==> src/rtl/modulo_escalonador_quantum.sv <==
// Quantum scheduler: alternates SO and user process, raising timer or HALT interrupts.
// Latency: pulses and saved PCs are registered and appear one edge after the triggering cycle.
// Backpressure: none; loop_enable=0 freezes every register, including the FSM state.
module modulo_escalonador_quantum #(
  parameter int          ADDR_WIDTH      = 13,
  parameter int          QUANTUM_WIDTH   = 16,
  parameter int unsigned QUANTUM_DEFAULT = 1000
) (
  input  logic                     clock,
  input  logic                     reset_n,
  input  logic                     loop_enable,
  input  logic                     os_jump,
  input  logic                     halt_req,
  input  logic [ADDR_WIDTH-1:0]    pc_atual,
  input  logic [ADDR_WIDTH-1:0]    pc_proximo,
  input  logic                     quantum_wr,
  input  logic [QUANTUM_WIDTH-1:0] quantum_in,
  output logic                     int_clk,
  output logic                     halt,
  output logic [ADDR_WIDTH-1:0]    pc_retorno_so,
  output logic [ADDR_WIDTH-1:0]    pc_processo,
  output logic                     modo_usuario,
  output logic [QUANTUM_WIDTH-1:0] quantum_restante,
  output logic [7:0]               trocas
);

  typedef enum logic [1:0] {
    ST_SO          = 2'd0,
    ST_USUARIO     = 2'd1,
    ST_INTERRUPCAO = 2'd2
  } estado_t;

  estado_t                  r_estado;
  estado_t                  w_prox_estado;
  logic                     w_inicia;
  logic                     w_halt_evt;
  logic                     w_expira;
  logic                     w_fim_irq;
  logic [QUANTUM_WIDTH-1:0] r_quantum;
  logic [QUANTUM_WIDTH-1:0] r_contador;
  logic [ADDR_WIDTH-1:0]    r_pc_retorno;
  logic [ADDR_WIDTH-1:0]    r_pc_processo;
  logic                     r_halt;
  logic                     r_int_clk;
  logic [7:0]               r_trocas;

  // Next-state and event decode; HALT takes priority over quantum expiry.
  always_comb begin
    w_prox_estado = r_estado;
    w_inicia      = 1'b0;
    w_halt_evt    = 1'b0;
    w_expira      = 1'b0;
    w_fim_irq     = 1'b0;
    case (r_estado)
      ST_SO: begin
        if (os_jump) begin
          w_inicia      = 1'b1;
          w_prox_estado = ST_USUARIO;
        end
      end
      ST_USUARIO: begin
        if (halt_req) begin
          w_halt_evt    = 1'b1;
          w_prox_estado = ST_INTERRUPCAO;
        end else if (r_contador == QUANTUM_WIDTH'(1)) begin
          w_expira      = 1'b1;
          w_prox_estado = ST_INTERRUPCAO;
        end
      end
      ST_INTERRUPCAO: begin
        w_fim_irq     = 1'b1;
        w_prox_estado = ST_SO;
      end
      default: w_prox_estado = ST_SO;
    endcase
  end

  // State register; advances only on enabled edges.
  always_ff @(posedge clock or negedge reset_n) begin
    if (!reset_n) begin
      r_estado <= ST_SO;
    end else if (loop_enable) begin
      r_estado <= w_prox_estado;
    end
  end

  // Quantum register: zero writes are dropped, a running countdown keeps its own copy.
  always_ff @(posedge clock or negedge reset_n) begin
    if (!reset_n) begin
      r_quantum <= QUANTUM_WIDTH'(QUANTUM_DEFAULT);
    end else if (loop_enable && quantum_wr && (quantum_in != '0)) begin
      r_quantum <= quantum_in;
    end
  end

  // Countdown: loaded on process start, decremented on every user-mode edge.
  always_ff @(posedge clock or negedge reset_n) begin
    if (!reset_n) begin
      r_contador <= '0;
    end else if (loop_enable) begin
      if (w_inicia) begin
        r_contador <= r_quantum;
      end else if (r_estado == ST_USUARIO) begin
        r_contador <= r_contador - QUANTUM_WIDTH'(1);
      end
    end
  end

  // Resume addresses: SO return point on start, process PC on interrupt.
  always_ff @(posedge clock or negedge reset_n) begin
    if (!reset_n) begin
      r_pc_retorno  <= '0;
      r_pc_processo <= '0;
    end else if (loop_enable) begin
      if (w_inicia) begin
        r_pc_retorno <= pc_atual + ADDR_WIDTH'(1);
      end
      if (w_halt_evt) begin
        r_pc_processo <= pc_atual;
      end else if (w_expira) begin
        r_pc_processo <= pc_proximo;
      end
    end
  end

  // Interrupt pulses: set on entering INTERRUPCAO, cleared on the edge that leaves it.
  always_ff @(posedge clock or negedge reset_n) begin
    if (!reset_n) begin
      r_halt    <= 1'b0;
      r_int_clk <= 1'b0;
    end else if (loop_enable) begin
      if (w_fim_irq) begin
        r_halt    <= 1'b0;
        r_int_clk <= 1'b0;
      end else begin
        if (w_halt_evt) r_halt    <= 1'b1;
        if (w_expira)   r_int_clk <= 1'b1;
      end
    end
  end

  // Context-switch counter, saturating at 255.
  always_ff @(posedge clock or negedge reset_n) begin
    if (!reset_n) begin
      r_trocas <= '0;
    end else if (loop_enable && w_fim_irq && (r_trocas != 8'hFF)) begin
      r_trocas <= r_trocas + 8'd1;
    end
  end

  assign int_clk          = r_int_clk;
  assign halt             = r_halt;
  assign pc_retorno_so    = r_pc_retorno;
  assign pc_processo      = r_pc_processo;
  assign modo_usuario     = (r_estado == ST_USUARIO);
  assign quantum_restante = r_contador;
  assign trocas           = r_trocas;

endmodule

==> config.mk <==
export PLATFORM = sky130hd
export DESIGN_NAME = modulo_escalonador_quantum
export DESIGN_NICKNAME = d
export VERILOG_FILES = /design/src/rtl/modulo_escalonador_quantum.sv
export SDC_FILE = /design/constraint.sdc
export NUM_CORES = 1
export LEC_CHECK = 0
export CAP_MARGIN = 20
export CORE_MARGIN = 2
export CORE_UTILIZATION = 52
export DETAILED_ROUTE_END_ITERATION = 7
export PLACE_DENSITY = 0.86
export SLEW_MARGIN = 20
export SYNTH_ARGS = -nofsm -noshare
export SYNTH_HDL_FRONTEND = slang
export SYNTH_SLANG_ARGS = --single-unit
==> constraint.sdc <==
create_clock -name clock -period 5.5 [get_ports clock]
set_input_delay 1.1 -clock clock [delete_from_list [all_inputs] [get_ports clock]]
set_output_delay 1.1 -clock clock [all_outputs]
set_load 0.05 [all_outputs]
After elaboration in Yosys (flattened, before gate mapping)
Cells that the tools add are included.
{"block": "totals", "out_inout_bits": 53, "reg_bits": 70}
{"block": "op_classes", "mux": 20, "reduce_logical": 16, "add_sub_neg": 3, "eq_ne": 6}
{"op": "2-to-1 mux 16 bit", "count": 2}
{"op": "2-to-1 mux 13 bit", "count": 2}
{"op": "equality test 16 x 1 -> 1 bit (second input constant)", "count": 1}
{"op": "nonzero test 16 bit", "count": 1}
{"op": "subtractor 16 x 1 -> 16 bit (second input constant)", "count": 1}
{"op": "adder 13 x 1 -> 13 bit (second input constant)", "count": 1}
{"op": "2-to-1 mux 1 bit", "count": 12}
{"op": "AND reduction 2 bit", "count": 5}
{"op": "adder 8 x 1 -> 8 bit (second input constant)", "count": 1}
{"op": "inequality test 8 bit (second input constant)", "count": 1}
{"op": "nonzero test 2 bit", "count": 4}
{"op": "2-to-1 mux 2 bit", "count": 3}
{"op": "logical AND 1 bit", "count": 4}
{"op": "one-hot mux 2 bit (2 select lines)", "count": 1}
{"op": "inequality test 3 x 2 -> 1 bit (second input constant)", "count": 1}
{"op": "AND reduction 3 bit", "count": 1}
{"op": "equality test 2 x 1 -> 1 bit (second input constant)", "count": 1}
{"op": "equality test 2 bit (second input constant)", "count": 1}
{"op": "zero test 2 bit", "count": 1}
{"op": "inequality test 2 bit (second input constant)", "count": 1}

Depth between registers and ports, before layout
Gate-level depths: netlist of run 1.
{"block": "logic_depth", "ltp_word": 6, "depth_mapped": 7, "ltp_nobuf": 6}

Worst setup path before layout of run 1
Ideal clock, no wire load.
{"block": "synth_path", "path_type": "register to output", "startpoint": "register r_estado[0]", "endpoint": "output port modo_usuario", "required_ns": 4.400, "arrival_ns": 1.444, "path_stages_with_launch": 3, "setup_slack_ns": 2.956, "path_buffers": 1, "path_cell_list": "dfrtp_1 clkbuf_1 nor2b_1"}
{"block": "synth_via", "elab_chain_len": 1}
{"item": "start, declared", "line": "33", "source": "estado_t r_estado;"}
{"item": "start signal, assigned", "line": "83", "source": "r_estado <= w_prox_estado;"}
{"item": "equality test 2 x 1 -> 1 bit", "line": "155", "source": "assign modo_usuario = (r_estado == ST_USUARIO);"}
{"item": "end, declared", "line": "22", "source": "output logic modo_usuario,"}
No other way between the ends.

Worst setup path after layout of run 1
{"block": "layout_path", "startpoint": "input port loop_enable", "endpoint": "register r_pc_processo[3] (netlist: pc_processo[3])"}
{"block": "layout_via", "elab_chain_len": 1}
{"item": "start, declared", "line": "11", "source": "input logic loop_enable,"}
{"item": "AND reduction 2 bit (no source line)"}
{"item": "end signal, assigned", "line": "119", "source": "r_pc_processo <= pc_atual;"}
{"item": "end signal, assigned", "line": "121", "source": "r_pc_processo <= pc_proximo;"}
{"item": "end, declared", "line": "42", "source": "logic [ADDR_WIDTH-1:0] r_pc_processo;"}
No other way between the ends.
A chain may end at the register's enable or synchronous reset.

==> results of run 1 <==
[metrics by stage]
step	total power, W	cells	hold WS (ns)
floorplan	0.00183	344	0.475
global placement	0.00231	510	0.465
detailed placement	0.00234	510	0.471
CTS	0.00268	526	0.485
global route	0.00282	526	0.509
finish	0.00268	526	0.483
[cells in the mapped netlist, drive strengths merged, types with 11 or more instances]
cell type  number
inv            11
a21oi          21
nand2          33
nor2           21
xnor2          11
o221a          13
or2            11
dfrtp          64
o21ai          18
nand3          19
mux2           18
[path summary, 6_finish.rpt]
path | slack (ns) | cells after the start | endpoint
max in group asynchronous | 3.99 | 2 | r_quantum[12]
setup / recovery | 2.22 | 5 | pc_processo[3]
hold reg to reg | 0.48 | 2 | pc_retorno_so[0]
setup reg to reg | 3.14 | 4 | pc_processo[3]
min in group asynchronous | 0.95 | 2 | pc_retorno_so[1]
hold / removal | 0.48 | 2 | pc_retorno_so[0]
[cell usage in the layout, fill, tap and decap left out, types with 3 or more instances in the layout]
cell	Yosys	final
a21oi_1	21	21
a2bb2oi_1	7	7
buf_4	0	3
clkbuf_1	10	5
clkbuf_8	0	9
clkdlybuf4s50_1	0	99
dfrtp_1	64	64
dfstp_2	6	6
ha_1	4	4
inv_1	11	11
mux2_2	18	18
nand2_1	33	33
nand3_1	19	19
nand3b_1	3	3
nand4_1	7	7
nor2_1	20	20
nor2b_1	3	3
nor3_1	8	8
nor4_1	9	9
o21ai_0	17	17
o221a_1	13	13
o22ai_1	8	8
or2_2	11	11
xnor2_1	11	11
xor2_1	3	3
[flip-flops by register name, summed over array words and instances, names as in the netlist]
| register | cells |
|---|---|
| halt | 1 |
| trocas | 8 |
| r_estado | 2 |
| pc_processo | 13 |
| r_quantum | 16 |
| int_clk | 1 |
| quantum_restante | 16 |
| pc_retorno_so | 13 |
[routing by layer]
layer	wire length, µm	share of wire	vias to the layer above	GRT usage
met4	165	0.018	0	0.115
li1	-	-	1476	-
met5	0	0	-	0
met1	4050	0.45	1472	0.357
met3	508	0.056	12	0.0429
met2	4310	0.48	101	0.401
[power groups by stage]
stage	clock network (W)	logic, W	registers, W
2_1_floorplan	0	0.000392	0.00143
3_3_place_gp	0	0.00140	0.000907
3_5_place_dp	0	0.00143	0.000916
4_1_cts	0.000346	0.00143	0.000911
5_1_grt	0.000368	0.00151	0.000941
6_report	0.000338	0.00143	0.000914
[worst register-to-register path: stages (launching register included)]
cell	delay (ns)
dfrtp_1	0.47
nor2b_1	0.41
nand3_1	0.37
o21ai_1	0.68
o221a_1	0.36
[cell type report]
type                       instances  area (µm²)
sequential                        70        1760
fill                             481        1730
timing repair buffer             103        1020
inverter                          11        41.3
clock buffer                      14         143
tap                               77        96.3
clock inverter                     2        10.0
multi-input combinational        249        1660
[cells by family (layout without fill, tap and decap cells)]
| family | count (synthesis) | in the layout | share of synthesized area |
|---|---|---|---|
| AND/OR/NAND/NOR | 130 | 130 | 0.198 |
| adder cells (fa/ha/maj) | 4 | 4 | 0.0142 |
| multiplexers | 18 | 18 | 0.0576 |
| XOR/XNOR | 14 | 14 | 0.0348 |
| buffers and inverters | 25 | 130 | 0.0299 |
| AO/OA/AOI/OAI | 83 | 83 | 0.166 |
| flip-flops | 70 | 70 | 0.500 |
==> metrics.txt, run 1 <==
Max-cap violations 0; Least-Margin Pin Slew 1.02 ns; final clock skew slightly below 0.008 ns; Post-DP Area about 4600 µm²; Residual DRC 0; syn_nets 396; RSZ-0062 raised after global routing false; CTS root buffer clkbuf_8; die height 86.3 µm; Critical Path Max Stage Delay ~0.7 ns; initial DRC count roughly 170; Worst EP required between 5 and 6 ns; final worst setup slack ~2.2 ns; Pwr Density between 500 and 600 nW/µm²; Worst Setup End Kind flop; outcome complete, no violations; Crit. Startpoint loop_enable; CTS Buffer Depth 2; share of total power in the clock network 0.126; area leader, netlist dfrtp_1; CTS tree done; Initial Util 0.545; # rows 29; synth top area cells dfrtp_1, mux2_2, dfstp_2; gr usage total 0.257; final instance area between 4000 and 5000 µm²; global-route wire length before repair between 10 and 15 mm; htree depth 3; share of power burned in registers 0.341; Top delay family on crit path compound AO/OA/AOI/OAI gates; RR Startpoint r_estado[1]; Final ANT Viol Nets 0; switch share 0.484; ys async rst share 1.00; Clk Latency, worst-skew pair about 0.34 ns; Worst IR Drop VDD 305 µV; final-report hold violation count 0; cts bufs inserted 9; Via-to-Cell Ratio between 5 and 6; ANT cells 0; period utilization 0.595; final core utilization 0.731; postcts setup bufs 0; DP HPWL around 6.7 mm; syn_area_per_cell 10.2 µm²; IO buf count 100; DR vias just over 3,000; vias in the first global route around 3,000; Post-Syn Area 3520 µm²; CTS sink count 70; largest net degree at the start of global routing 71; # setup viols final 0; Setup WS pre-CTS about 2 ns; Logic pwr share 0.532; GPL Wtd Cong around 0.86; Syn-to-layout area delta 34.2%; distinct cell type count after synthesis 51; switching pwr 0.00130 W; Seq/Total Area, Yosys 0.500; Peak Freq slightly above 300 MHz; crit path cell chain clkdlybuf4s50_1 > nor2b_1 > nand3_1 > o21ai_1 > o221a_1; crit-path max FO 14; Post-CTS Resized 0; initial antenna violation count 0; Synth Register Bits 70; Worst-path clk slew about 0.060 ns; die area about 7400 µm²; GRT overflow 0; TritonRoute pass-1 iters 4; io pins between 100 and 150; total routed wirelength 9.03 mm; Synth top area share 0.455; Final Max Tran Viols 0; Post-synth EDFFs 0; predominant post-synthesis flop cell dfrtp_1; hold_buf cts 0; Worst setup SP type input port; Buf/Inv on CP 1; Slowest cell on crit path o21ai_1; P_int 0.00138 W; Nets just under 500; Core Region ~6500 µm²; setup tns final 0 ns; share of layout cells above drive strength 1 0.122; fin crit period ~3.3 ns; leakage ~1.8 nW; Setup Crit Path Kind input port to flop; Mapped Cells approximately 340; Die W between 80 and 90 µm; Hold Crit Start pc_retorno_so[0]; Worst EP arrival between 3 and 4 ns; warning count from the yosys run 0; HP Class flop to flop; drt wl/cell about 17 µm; Slew headroom 0.316
No activity file was read; power rests on OpenSTA's default activity.
==> run 2: changes to the inputs <==
--- a/config.mk
+++ b/config.mk
@@ -7,9 +7,9 @@
 export LEC_CHECK = 0
 export CAP_MARGIN = 20
 export CORE_MARGIN = 2
-export CORE_UTILIZATION = 52
+export CORE_UTILIZATION = 43
 export DETAILED_ROUTE_END_ITERATION = 7
-export PLACE_DENSITY = 0.86
+export PLACE_DENSITY = 0.76
 export SLEW_MARGIN = 20
 export SYNTH_ARGS = -nofsm -noshare
 export SYNTH_HDL_FRONTEND = slang
==> constraint.sdc (replaced) <==
create_clock -name clock -period 2.8 [get_ports clock]
set_input_delay 0.56 -clock clock [delete_from_list [all_inputs] [get_ports clock]]
set_output_delay 0.56 -clock clock [all_outputs]
set_load 0.05 [all_outputs]
==> run 2 against run 1 <==
  * First-iteration DRC count is 28% lower
  * Non-clock buffer count up 7
  * Critical path depth shrank 3
  * Worst hold slack worse by 0.22 ns
  * Total power grew 100%
  * Count of clock-buffer cells in the layout down 4
  * Highest routed layer unchanged
==> metrics.txt, run 2 (synthesis results as in run 1) <==
initial DRC count 124 (-28%); Worst setup SP type flop; share of total power in the clock network 0.148 (+0.022); CTS tree done; Slew headroom 0.507 (+0.191); P_int 0.00284 W (+110%); largest net degree at the start of global routing 40 (-44%); most frequent cells in the layout clkdlybuf4s50_1, dfrtp_1, nand2_1, a21oi_1, nor2_1; Worst Setup End Kind primary output; hold_buf cts 0 (unchanged); # rows 33 (+14%); Setup WS pre-CTS 0.0435 ns (-1.93 ns); Reg area 1760 µm² (unchanged); share of power burned in registers 0.329 (-0.012); gr usage total 0.214 (-0.0434); setup tns final 0 ns (unchanged); total routed wirelength 8.96 mm (-0.75%); Worst IR Drop VDD 778 µV (+150%); footprint of the multi-input gates 1660 µm² (unchanged); GRT overflow 0 (unchanged); RR Startpoint quantum_restante[0]; CTS root buffer clkbuf_8; die area 8930 µm² (+20%); commonest non-fill, non-tap cell in the layout clkdlybuf4s50_1; DR vias 3,126 (+2.1%); Clk Latency, worst-skew pair 0.35 ns (about the same); Post-DP Area 4670 µm² (+2.2%); drt wl/cell 16.0 µm (-6.9%); Worst EP required 2.24 ns (-3.52 ns); switching pwr 0.00256 W (+98%); CTS sink count 70 (unchanged); crit-path max FO 15 (+1); CTS Buffer Depth 2 (unchanged); RSZ-0062 raised after global routing false; Worst EP arrival 2.03 ns (-1.51 ns); Least-Margin Pin Slew 0.740 ns (-0.280 ns); htree depth 3 (unchanged); final worst setup slack 0.211 ns (-2.01 ns); # setup viols final 0 (unchanged); global-route wire length before repair 14.9 mm (-0.37%); outcome complete, no violations; leakage 1.90 nW (+2.9%); Peak Freq roughly 390 MHz; TritonRoute pass-1 iters 4 (unchanged); Worst-path clk slew 0.08 ns (+0.02 ns); final clock skew 0.0144 ns (+0.00667 ns); ANT cells 0 (unchanged); Via-to-Cell Ratio 5.57 (-4.2%); fin crit period approximately 2.6 ns; initial antenna violation count 0 (unchanged); Nets 503 (+1.4%); Pwr Density 1110 nW/µm² (+96%); GPL Wtd Cong 0.851 (-0.90%); DP HPWL 6.72 mm (about the same); io pins 101 (unchanged); share of layout cells above drive strength 1 0.145 (+0.0222); final instance area 4860 µm² (+2.9%); vias in the first global route 3,055 (+1.6%); fill count 717 (+49%); Initial Util 0.435 (-0.110); Die W 94.5 µm (+9.5%); Logic pwr share 0.523 (-0.009); Final Max Tran Viols 0 (unchanged); Syn-to-layout area delta 38.1%; Post-CTS Resized 0 (unchanged); IO buf count 100 (unchanged); Residual DRC 0 (unchanged); Setup Crit Path Kind flop to primary output; postcts setup bufs 0 (unchanged); period utilization 0.925; die height 94.5 µm (+9.5%); HP Class input port to async pin; Core Region 8090 µm² (+25%); cts bufs inserted 9 (unchanged); final-report hold violation count 0 (unchanged); Final ANT Viol Nets 0 (unchanged); switch share 0.475 (-0.00930); Crit. Startpoint r_estado[0]; Max-cap violations 0 (unchanged)
[run 2: cell count changes in the layout (fill, tap and decap cells not counted)]
cell / change
clkinvlp_4: +2
clkinv_4: +1
buf_4: +6
buf_12: +1
bufinv_16: +1
clkbuf_1: -4
[run 2: layout make-up]
cell class / count / share of cell area
Clock buffer: 10 / 0.0262
Timing Repair Buffer: 110 / 0.223
Sequential cell: 70 / 0.362
Clock inverter: 6 / 0.0131
Multi-Input combinational cell: 249 / 0.341
Inverter: 11 / 0.00849
Tap cell: 105 / 0.0270
[run 2: per-layer routing]
layer / vias up / track usage / routed length [µm]
li1: 1492 / - / -
met1: 1504 / 0.282 / 3920
met2: 116 / 0.348 / 4200
met3: 14 / 0.0455 / 672
met4: 0 / 0.0821 / 165
met5: - / 0 / 0
[run 2: through the flow]
step | instances | hold slack (ns) | util | power (W)
2_1_floorplan | 344 | 0.264 | - | 0.00359
3_3_place_gp | 545 | 0.464 | 0.577 | 0.00457
3_5_place_dp | 545 | 0.471 | 0.577 | 0.00462
4_1_cts | 561 | 0.282 | 0.601 | 0.00542
5_1_grt | 561 | 0.318 | 0.601 | 0.00572
6_report | 561 | 0.266 | 0.601 | 0.00540
[run 2: final timing paths]
| kind | end | slack (ns) | cells after the start |
|---|---|---|---|
| worst max register to register | quantum_restante[14] | 0.57 | 6 |
| worst min-delay path | trocas[6] | 0.27 | 1 |
| worst max-delay path | modo_usuario | 0.21 | 2 |
| max in group asynchronous | quantum_restante[0] | 1.86 | 2 |
| worst min register to register | pc_retorno_so[1] | 0.48 | 2 |
| min in group clock | pc_retorno_so[1] | 0.48 | 2 |
[run 2: power by group through the flow]
stage	combinational, W	clock, W	sequential, W
2_1_floorplan	0.000771	0	0.00282
3_3_place_gp	0.00280	0	0.00177
3_5_place_dp	0.00283	0	0.00179
4_1_cts	0.00284	0.000813	0.00177
5_1_grt	0.00301	0.000862	0.00184
6_report	0.00282	0.000798	0.00178
[run 2: worst max-delay path, cell delays in order (launching register included)]
cell and delay [ns]:
dfrtp_1 0.59, nor2b_1 0.24, clkdlybuf4s50_1 0.86
==> run 3: changes to the inputs <==
==> constraint.sdc (replaced) <==
create_clock -name clock -period 2.2 [get_ports clock]
set_input_delay 0.44 -clock clock [delete_from_list [all_inputs] [get_ports clock]]
set_output_delay 0.44 -clock clock [all_outputs]
set_load 0.05 [all_outputs]
==> run 3 against run 2 <==
  * Non-clock buffer count rose by 18
  * Global-route usage rose by 0.78 points
  * Wire length rose by 3.8%
  * Sequential power rose by 25%
  * Critical path type unchanged
  * Total power rose by 32%
  * Largest cell class unchanged
  * Sequential share of layout area fell by 1.3 points
  * Setup slack got worse by 0.14 ns
  * Clock skew fell by 0.0022 ns
  * Worst hold slack got worse by 0.17 ns
  * Cell count rose by 3.2%
  * First-iteration DRC count rose by 14%
==> metrics.txt, run 3 (synthesis results as in run 1) <==
Inst Count DP 563 (+3.3%); die height 94.5 µm (unchanged); reg2reg setup slack 0.13 ns (-0.44 ns); DP HPWL 6.98 mm (+3.8%); Residual DRC 0 (unchanged); htree depth 3 (unchanged); io pins 101 (unchanged); crit-path max FO 8 (-7); global-route wire length before repair 15.1 mm (+1.4%); # setup viols final 0 (unchanged); drt wl/cell 16.1 µm (+0.61%); total routed wirelength 9.30 mm (+3.8%); Top delay family on crit path buffers and inverters; largest net degree at the start of global routing 45 (+13%); Least-Margin Pin Slew 0.618 ns (-0.122 ns); most frequent cells in the layout clkdlybuf4s50_1, dfrtp_1, nand2_1, buf_4, a21oi_1; leakage 2.03 nW (+6.6%); Final ANT Viol Nets 0 (unchanged); Hold Slack 0.0925 ns (-0.173 ns); gr usage total 0.222 (+0.00780); Worst-path clk slew 0.08 ns (about the same); CTS Buffer Depth 2 (unchanged); die area 8930 µm² (unchanged); IO buf count 100 (unchanged); Non-Filler Instances 579 (+3.2%); Final Max Tran Viols 0 (unchanged); CTS sink count 70 (unchanged); vias in the first global route 3,085 (+0.98%); Peak Freq about 470 MHz; commonest non-fill, non-tap cell in the layout clkdlybuf4s50_1; ANT cells 0 (unchanged); period utilization 0.968; cts bufs inserted 9 (unchanged); Critical Path Max Stage Delay 0.85 ns (about the same); TritonRoute pass-1 iters 4 (unchanged); Worst Setup End Kind primary output; initial antenna violation count 0 (unchanged); DR vias 3,182 (+1.8%); Worst setup SP type flop; HP Class input port to async pin; fill count 685 (-4.5%); initial DRC count 141 (+14%); crit path cell chain clkdlybuf4s50_1; GRT overflow 0 (unchanged); Worst EP arrival 1.69 ns (-0.34 ns); Buf/Inv on CP 1 (unchanged); GPL Wtd Cong 0.808 (-5.1%); Worst IR Drop VDD 720 µV (-7.5%); postcts setup bufs 0 (unchanged); final clock skew 0.0123 ns (-0.00215 ns); Initial Util 0.435 (unchanged); share of layout cells above drive strength 1 0.179 (+0.0346); Slowest cell on crit path clkdlybuf4s50_1; Worst EP required 1.76 ns (-0.48 ns); CTS tree done; RSZ-0062 raised after global routing false; final worst setup slack 0.0712 ns (-0.140 ns); Via-to-Cell Ratio 5.50 (-1.4%); Nets 521 (+3.6%); # rows 33 (unchanged); Setup WS pre-CTS -0.167 ns (-0.211 ns); final-report hold violation count 0 (unchanged); Core Region 8090 µm² (unchanged); Setup Crit Path Kind flop to primary output; Max-cap violations 0 (unchanged); Clk Latency, worst-skew pair 0.36 ns (about the same); fin crit period between 2 and 2.5 ns; final core utilization 0.624 (+0.0227); Die W 94.5 µm (unchanged); Slew headroom 0.588 (+0.0811); Syn-to-layout area delta 43.4%; outcome complete, no violations; CTS root buffer clkbuf_8; Pwr Density 1410 nW/µm² (+27%)
==> run 3: changes by cell type in the layout (fill, tap and decap cells not counted) <==
cell             previous run  this run
buf_12                      1         3
dlymetal6s2s_1              0         1
clkinv_4                    1         2
clkinvlp_4                  2         0
bufinv_16                   1         2
clkdlybuf4s50_1            99        97
buf_4                       9        26
==> run 3: final timing paths <==
check / cells after the start / start / to
max: 1 / quantum_restante[2] / quantum_restante[2]
min: 1 / reset_n / pc_processo[12]
max reg2reg: 6 / quantum_restante[1] / quantum_restante[14]
min reg2reg: 2 / pc_retorno_so[6] / pc_retorno_so[6]
max in group asynchronous: 2 / reset_n / r_quantum[6]
min in group clock: 2 / pc_retorno_so[6] / pc_retorno_so[6]
==> run 3: per-layer routing <==
layer	vias up	GRT usage	wire length [µm]
li1	1528	-	-
met1	1513	0.284	4140
met2	126	0.361	4330
met3	15	0.0607	630
met4	0	0.0821	204
met5	-	0	0
==> run 3: metrics by stage <==
| stage | TNS (ns) | area, µm² | total power (W) |
|---|---|---|---|
| 2_1_floorplan | 0 | 3520 | 0.00456 |
| 4_1_cts | 0 | 5040 | 0.00717 |
| 5_1_grt | 0 | 5050 | 0.00752 |
| 3_3_place_gp | -1.26 | 4830 | 0.00594 |
| 3_5_place_dp | -2.06 | 4830 | 0.00601 |
| 6_report | 0 | 5050 | 0.00713 |
==> run 3: where the power goes <==
group          switching (W)  internal, W  leakage [nW]
clock network       0.000507     0.000639         0.110
logic                0.00234      0.00143          1.10
registers           0.000455      0.00176         0.821
total                0.00330      0.00383          2.03
==> run 3: area by class of cell <==
| cell class | count | area (µm²) | share of cell area |
|---|---|---|---|
| well taps | 105 | 131 | 0.0260 |
| repair buffers | 128 | 1240 | 0.246 |
| clock buffers | 10 | 128 | 0.0253 |
| multi-input cells | 249 | 1660 | 0.328 |
| flip-flops and latches | 70 | 1760 | 0.349 |
| inverters | 11 | 41.3 | 0.00818 |
| clock inverters | 6 | 87.6 | 0.0174 |
==> run 3: repair_timing <==
item / 4_1_cts / 5_1_grt
setup endpoints to repair: 0 / 1
hold buffers: 0 / 0
resized for setup: 0 / 1
hold endpoints to repair: 0 / 0
